## src/rtl/display_pkg.sv

```systemverilog
// rtl/display_pkg.sv - segment constants, FSM state type and BCD sizing helper for bcd_display_driver
package display_pkg;

  localparam logic [6:0] SEG_0     = 7'b1000000;
  localparam logic [6:0] SEG_1     = 7'b1111001;
  localparam logic [6:0] SEG_2     = 7'b0100100;
  localparam logic [6:0] SEG_3     = 7'b0110000;
  localparam logic [6:0] SEG_4     = 7'b0011001;
  localparam logic [6:0] SEG_5     = 7'b0010010;
  localparam logic [6:0] SEG_6     = 7'b0000010;
  localparam logic [6:0] SEG_7     = 7'b1111000;
  localparam logic [6:0] SEG_8     = 7'b0000000;
  localparam logic [6:0] SEG_9     = 7'b0010000;
  localparam logic [6:0] SEG_BLANK = 7'b1111111;
  localparam logic [6:0] SEG_DASH  = 7'b0111111;

  typedef enum logic [1:0] {
    ST_IDLE,
    ST_SHIFT,
    ST_LATCH
  } state_t;

  function automatic int bcd_width(input int digits);
    return 4 * digits;
  endfunction

endpackage

```

## src/rtl/seg7_decoder.sv

```systemverilog
// rtl/seg7_decoder.sv - BCD nibble to active-low 7-segment pattern (g..a)
module seg7_decoder
  import display_pkg::*;
(
  input  logic [3:0] bcd,
  output logic [6:0] seg
);

  always_comb begin
    seg = SEG_BLANK;
    case (bcd)
      4'd0: seg = SEG_0;
      4'd1: seg = SEG_1;
      4'd2: seg = SEG_2;
      4'd3: seg = SEG_3;
      4'd4: seg = SEG_4;
      4'd5: seg = SEG_5;
      4'd6: seg = SEG_6;
      4'd7: seg = SEG_7;
      4'd8: seg = SEG_8;
      4'd9: seg = SEG_9;
      default: seg = SEG_BLANK;
    endcase
  end

endmodule

```

## src/rtl/bcd_display_driver.sv

```systemverilog
// rtl/bcd_display_driver.sv - sequential double-dabble binary to multi-digit 7-segment driver
// Optional LEADING_ZERO_BLANK_EN blanks zero digits above the most significant non-zero digit.
module bcd_display_driver
  import display_pkg::*;
#(
  parameter int WIDTH  = 7,
  parameter int DIGITS = 2
) (
  input  logic                  clk,
  input  logic                  clrn,
  input  logic                  valid_in,
  input  logic [WIDTH-1:0]      value,
  output logic                  ready,
  output logic                  done,
  output logic                  overflow,
  output logic [7*DIGITS-1:0]   hex
);

  localparam int BW = bcd_width(DIGITS);
  localparam int CW = $clog2(WIDTH + 1);

  state_t               state, state_nxt;
  logic [WIDTH-1:0]     bin_q;
  logic [BW-1:0]        bcd_q, bcd_adj;
  logic                 ovf_acc;
  logic [CW-1:0]        cnt;
  logic [7*DIGITS-1:0]  seg_raw, hex_nxt, hex_rst;

  always_comb begin
    state_nxt = state;
    ready     = 1'b0;
    case (state)
      ST_IDLE: begin
        ready = 1'b1;
        if (valid_in) state_nxt = ST_SHIFT;
      end
      ST_SHIFT: if (cnt == CW'(1)) state_nxt = ST_LATCH;
      ST_LATCH: state_nxt = ST_IDLE;
      default:  state_nxt = ST_IDLE;
    endcase
  end

  always_comb begin
    bcd_adj = bcd_q;
    for (int i = 0; i < DIGITS; i++) begin
      if (bcd_q[4*i +: 4] >= 4'd5) bcd_adj[4*i +: 4] = bcd_q[4*i +: 4] + 4'd3;
    end
  end

  for (genvar g = 0; g < DIGITS; g++) begin : g_dec
    seg7_decoder u_dec (
      .bcd (bcd_q[4*g +: 4]),
      .seg (seg_raw[7*g +: 7])
    );
  end

`ifdef LEADING_ZERO_BLANK_EN
  logic [DIGITS-1:0] lead_zero;

  // lead_zero[i]: digit i and everything above it are zero
  always_comb begin
    logic z;
    z = 1'b1;
    lead_zero = '0;
    for (int i = DIGITS - 1; i >= 0; i--) begin
      z = z & (bcd_q[4*i +: 4] == 4'd0);
      lead_zero[i] = z;
    end
  end

  always_comb begin
    hex_nxt = seg_raw;
    hex_rst = '0;
    for (int i = 0; i < DIGITS; i++) begin
      hex_rst[7*i +: 7] = (i == 0) ? SEG_0 : SEG_BLANK;
      if (ovf_acc) hex_nxt[7*i +: 7] = SEG_DASH;
      else if (i != 0 && lead_zero[i]) hex_nxt[7*i +: 7] = SEG_BLANK;
    end
  end
`else
  always_comb begin
    hex_nxt = seg_raw;
    hex_rst = '0;
    for (int i = 0; i < DIGITS; i++) begin
      hex_rst[7*i +: 7] = SEG_0;
      if (ovf_acc) hex_nxt[7*i +: 7] = SEG_DASH;
    end
  end
`endif

  always_ff @(posedge clk or negedge clrn) begin
    if (!clrn) begin
      state    <= ST_IDLE;
      bin_q    <= '0;
      bcd_q    <= '0;
      ovf_acc  <= 1'b0;
      cnt      <= '0;
      done     <= 1'b0;
      overflow <= 1'b0;
      hex      <= hex_rst;
    end else begin
      state <= state_nxt;
      done  <= 1'b0;
      case (state)
        ST_IDLE: if (valid_in) begin
          bin_q   <= value;
          bcd_q   <= '0;
          ovf_acc <= 1'b0;
          cnt     <= CW'(WIDTH);
        end
        ST_SHIFT: begin
          // carry out of the top nibble means the value needs another digit
          bcd_q   <= {bcd_adj[BW-2:0], bin_q[WIDTH-1]};
          bin_q   <= bin_q << 1;
          ovf_acc <= ovf_acc | bcd_adj[BW-1];
          cnt     <= cnt - CW'(1);
        end
        ST_LATCH: begin
          hex      <= hex_nxt;
          overflow <= ovf_acc;
          done     <= 1'b1;
        end
        default: ;
      endcase
    end
  end

endmodule

```

## config.mk

```make
export PLATFORM = sky130hd
export DESIGN_NAME = bcd_display_driver
export DESIGN_NICKNAME = d
export VERILOG_FILES = /design/src/rtl/display_pkg.sv /design/src/rtl/seg7_decoder.sv /design/src/rtl/bcd_display_driver.sv
export SDC_FILE = /design/constraint.sdc
export NUM_CORES = 1
export LEC_CHECK = 0
export CORE_ASPECT_RATIO = 1.25
export CORE_MARGIN = 2
export CORE_UTILIZATION = 35
export DETAILED_ROUTE_END_ITERATION = 12
export DONT_BUFFER_PORTS = 1
export GPL_TIMING_DRIVEN = 1
export HOLD_SLACK_MARGIN = 0.05
export PLACE_DENSITY = 0.46
export SLEW_MARGIN = 20
export SYNTH_ARGS = -nofsm -noshare
export SYNTH_HDL_FRONTEND = slang
export SYNTH_SLANG_ARGS = --single-unit
```

## constraint.sdc

```tcl
create_clock -name clk -period 1.7 [get_ports clk]
set_input_delay 0.085 -clock clk [delete_from_list [all_inputs] [get_ports clk]]
set_output_delay 0.085 -clock clk [all_outputs]
set_load 0.01 [all_outputs]
```

* After elaboration in Yosys (flattened, before gate mapping)
Memory sizes are Yosys's and may differ from the RTL's.
Index checks and enable logic that the tools add are counted.
** Word-level totals
- Flip-flop bits (word level) :: 37
- Memory bits (read-only) :: 224
- Input bits :: 10
- Output and inout bits :: 17
- Logic and storage cells :: 42
- Memories kept :: 2
** Operators by class
- $add $sub $neg :: 3
- Order comparisons :: 2
- Equal/unequal tests :: 5
- Muxes and demuxes :: 17
- Bitwise gates (word level) :: 1
- Reductions and logical operators :: 4
** Memories
- (name not given) :: depth 16, width 7, rd ports 1, clocked after memory_dff 0, write ports 0, RTL line seg7_decoder.sv:11 : case (bcd)
- (name not given) :: depth 16, width 7, rd ports 1, clocked after memory_dff 0, write ports 0, RTL line seg7_decoder.sv:11
** Operator list (number)
- 2-to-1 mux 7 bit :: 3
- case mux 8 bit (2 select lines) :: 1
- case mux 7 bit (2 select lines) :: 1
- adder 4 x 2 -> 4 bit, second input constant :: 2
- greater-or-equal comparator 4 x 3 -> 1 bit, second input constant :: 2
- 2-to-1 mux 4 bit :: 2
- 2-to-1 mux 8 bit :: 1
- case mux 3 bit (2 select lines) :: 1
- 2-to-1 mux 2 bit :: 2
- != test 2 bit, second input constant :: 2
- case mux 2 bit (2 select lines) :: 1
- AND reduction 2 bit :: 2
- == test 3 x 1 -> 1 bit, second input constant :: 1
- 2-to-1 mux 1 bit :: 3
- 2-to-1 mux 3 bit :: 1
- subtractor 3 x 1 -> 3 bit, second input constant :: 1
- == test 2 x 1 -> 1 bit, second input constant :: 1
- == test 2 bit, second input constant :: 1
- logical NOT 2 bit :: 1
- case mux 1 bit (2 select lines) :: 1
- nonzero test 2 bit :: 1
- OR 1 bit :: 1

* Longest topological paths before layout
- Depth after elaboration :: 4
- Depth in mapped cells :: 6
- Mapped depth without buffers :: 6

* Cells and area by module
Synthesis repeated with hierarchy kept, for this count alone.
** Unflattened totals
- Cells, all modules :: 249
- Area total of the unflattened synthesis :: 2214.6 um2
** By module, submodules not included
- bcd_display_driver :: instances 1, cells an instance 183, area each 1794.2 um2, seq. area each 928.4 um2
- seg7_decoder :: instances 2, cells an instance 33, area each 210.2 um2, seq. area each 0.0 um2

* Least setup slack after synthesis
Ideal clock, no wire load.
- Kind :: register -> register
- Start point :: register bcd_q[5]
- End point :: register bcd_q[7]
- Library setup time :: 134 ps
- Data arrival time :: 1350 ps
- Data required time :: 1566 ps
- Slack :: 216 ps
- Stages on the path, launching flop included :: 7
- Path buffers :: 0
- Period minus slack after synthesis :: 1484 ps
- Cells stage by stage :: dfrtp_1 inv_1 ha_1 ha_1 o21bai_1 a22oi_1 o21ai_0
** Between the ends
- Word-level cells in the longest chain between the ends :: 3
- Elaborated cells on any way between the ends :: 4
- Those cells by class :: add/sub: 1; order compare: 1; mux: 2
** Ends and longest elaborated chain
- start, declared :: RTL line bcd_display_driver.sv:24 : logic [BW-1:0] bcd_q, bcd_adj;
- start signal, assigned :: RTL line bcd_display_driver.sv:113 : bcd_q <= {bcd_adj[BW-2:0], bin_q[WIDTH-1]};
- adder 4 x 2 -> 4 bit / greater-or-equal comparator 4 x 3 -> 1 bit (equally long branches) :: RTL line bcd_display_driver.sv:46 : if (bcd_q[4*i +: 4] >= 4'd5) bcd_adj[4*i +: 4] = bcd_q[4*i +: 4] + 4'd3;
- 2-to-1 mux 4 bit * :: RTL line bcd_display_driver.sv:46
- case mux 8 bit (2 select lines) * :: RTL line bcd_display_driver.sv:104 : case (state)
Every way passes the cells marked *; elsewhere a longest branch is shown, timed or not.
A chain may end at the register's enable or synchronous reset.

* Final worst setup path
- Start point :: register bcd_q[0]
- End point :: register bcd_q[3]
The elaborated chain is that of the path after synthesis.

==> results by group <==
Pwr
  • Power Density: between 1500 and 2000 mW/mm²
  • Total Power: ~4.2 mW
  • Leakage: 0.988 nW
  • Peak VDD IR: between 400 and 500 µV

Timing
  • Layout Skew: 0.00537 ns
  • Hold_ws: slightly above 0.07 ns
  • RSZ-0062 raised after global routing: false
  • Max-slew violations: 0
  • Relative slew slack: a little under 70%
  • Setup TNS: 0 ns
  • Fmax: roughly 630 MHz
  • Final setup violation count: 0
  • Minimum clock period: between 1.5 and 2 ns
  • Actual slew at the worst max-slew pin: slightly below 0.5 ns
  • Final worst-path setup slack: approximately 0.11 ns
  • Period utilization: between 90% and 100%
  • Final hold vios: 0

Routing
  • Via-to-Cell Ratio: between 5 and 6
  • Detailed-route via count: between 1000 and 1500
  • DRC Markers: 0
  • Routed len/inst: roughly 14 µm
  • Total Wirelength: about 4100 µm
  • Initial DRT Pass Iterations: 4
  • Final ANT Viol Nets: 0
  • Initial drt markers: around 100

Synthesis
  • Yosys cell types: 38
  • Synth Register Bits: 37
  • Syn Nets: roughly 240
  • Sequential-to-total area share from yosys stat: 46.3%
  • Ys Warns: 0
  • Post-synth EDFFs: 0
  • Cells after synthesis: 213
  • Synth area leaders: dfrtp_1, ha_1, o21ai_0
  • Yosys top cell area share: roughly 44%
  • Synth area leader: dfrtp_1
  • Mapped Area: roughly 0.0020 mm²
  • Asr flop ratio synth: 100%
  • Ys flop type: dfrtp_1
  • Post-Syn Area per Cell: 9.40 µm²

Flow run
  • Max capacitance violation total: 0

Global route
  • First-pass GRT wire length: between 7000 and 8000 µm
  • Vias in the first global route: between 1500 and 2000
  • Gr usage total: between 10 and 15%
  • Largest net degree at the start of global routing: 38
  • GRT overflow: 0
  • Initial antenna violation count: 0

Cells and area
  • Ant diodes: 0
  • Area growth syn-to-layout: 11.4%
  • Net total in the final layout: 244
  • Layout cells sized above 1: 14.4%

Min path
  • Hold WC Path Type: input pin to register

Floorplanning
  • Die X: slightly above 70 µm
  • Die height: about 89 µm
  • Row cnt: 30
  • Initial core utilization: 36.6%
  • Die area: between 0.006 and 0.007 mm²
  • I/O pin count: 27
  • Placeable Area: between 0.005 and 0.006 mm²

Clocking
  • Root buf cell: clkbuf_8
  • Worst skew pair latency: 0.29 ns
  • CTS buffer count: 5
  • CTS tree: done
  • Clock Sinks: 37
  • Maximum clock path buffer count: 2
  • CTS HTree Levels: 2
  • Clk slew on worst S/H paths: about 0.070 ns

Status
  • Status: completed

Placement
  • Placer Congestion: just over 0.8
  • Port Buf Inserts: 0
  • Pre-CTS setup slack: between 0.02 and 0.03 ns
  • Half-perimeter wire length after placement: between 2000 and 3000 µm

Worst setup path
  • Max incr delay on CP: ~0.45 ns
  • CP cell instances: inv_1 > ha_2 > ha_1 > o21bai_1 > a22oi_1 > o21ai_0
  • Worst Path Arrival: around 1.7 ns
  • Startpoint Class: register
  • Data required time of the critical path: 1.86 ns
  • Path type of the worst setup path: register to register
  • Crit path max fanout: 6
  • Master of the slowest instance on the critical path: dfrtp_2
  • Critical Path End Type: register
-- metrics by stage --
step,cell area [µm²],std cells,utilization (%)
after global routing,2230,286,40.7
after CTS,2230,286,40.6
after floorplan,2000,213,-
final,2230,286,40.7
after global placement,2090,275,38.1
after detailed placement,2090,275,38.1
-- cells in the final DEF, fill, tap and decap left out, types with 2 or more instances in the layout --
cell           count
o311ai_1           2
nand2_1           24
buf_4              9
dlygate4sd3_1      2
o22a_1             7
nor2_1            21
a21oi_1           19
dfstp_2            2
inv_1             11
xnor2_1            4
nand2_2            2
clkbuf_8           7
o21bai_1           2
nand3_1            2
ha_1              12
nand2b_1           5
a21oi_2            2
nor3b_1            8
dfrtp_1           33
dfrtp_2            2
a22oi_1            4
o21ai_0           22
-- final timing paths --
path / start / cells past startpoint / slack [ns] / end
max in group asynchronous: clrn / 2 / 1.19 / hex[6]
worst max-delay path: bcd_q[0] / 6 / 0.11 / bcd_q[3]
worst min-delay path: valid_in / 3 / 0.07 / bcd_q[4]
worst min register to register: bin_q[5] / 2 / 0.49 / bin_q[5]
min in group asynchronous: clrn / 2 / 0.26 / hex[12]
worst max register to register: bcd_q[0] / 6 / 0.11 / bcd_q[3]
-- metal layers --
metal	part of all wire [%]	track usage [%]
met1	46	16.6
met2	49	24.7
met3	3.9	4.21
met4	1.6	5.66
met5	0	0
-- area by class of cell --
cell class / count / area [µm²]
fill: 569 / 3250
multi-input combinational: 153 / 967
sequential: 37 / 931
timing repair buffer: 12 / 108
clock buffer: 7 / 96.3
tap: 64 / 80.1
inverter: 12 / 45.0
clock inverter: 1 / 5.00
-- synth_stat cells, types with 4 or more instances --
master,number
dfrtp_1,35
a22oi_1,4
nand2b_1,5
a21oi_1,19
inv_1,12
nor3b_1,8
nor2_1,21
xnor2_1,4
o21ai_0,22
buf_2,7
nand2_1,24
ha_1,13
o22a_1,7
-- where the power goes --
| part | total (mW) | switching, mW | internal, mW |
|---|---|---|---|
| registers | 1.70 | 0.431 | 1.27 |
| clock network | 0.677 | 0.310 | 0.367 |
| logic | 1.84 | 0.992 | 0.844 |
-- cells by family after synthesis --
family                     synth area share, %
muxes                                    0.500
buffers and inverters                     5.50
adders and majority gates                 8.12
and+or+nand+nor                           16.9
xor gates and xnor gates                  2.19
AOI/OAI and AO/OA                         20.5
DFF                                       46.3
-- flip-flops by register name (all words and copies together), names as in the netlist --
name      flops
overflow      1
state         2
hex          14
cnt           3
bcd_q         8
done          1
ovf_acc       1
bin_q         7
-- repair_timing --
item / 4_1_cts / 5_1_grt
setup buffers: 0 / 0
setup endpoints to repair: 0 / 2
hold buffers: 3 / 0
resized for setup: 0 / 4
hold endpoints to repair: 38 / 0
-- worst max-delay path: cells and delay by family, from the launching register on --
family / cells / cell delay, ns
fa+ha+maj: 2 / 0.46
buf+inv: 1 / 0.13
flops: 1 / 0.45
compound gates: 3 / 0.41
No activity file was read; power rests on OpenSTA's default activity.
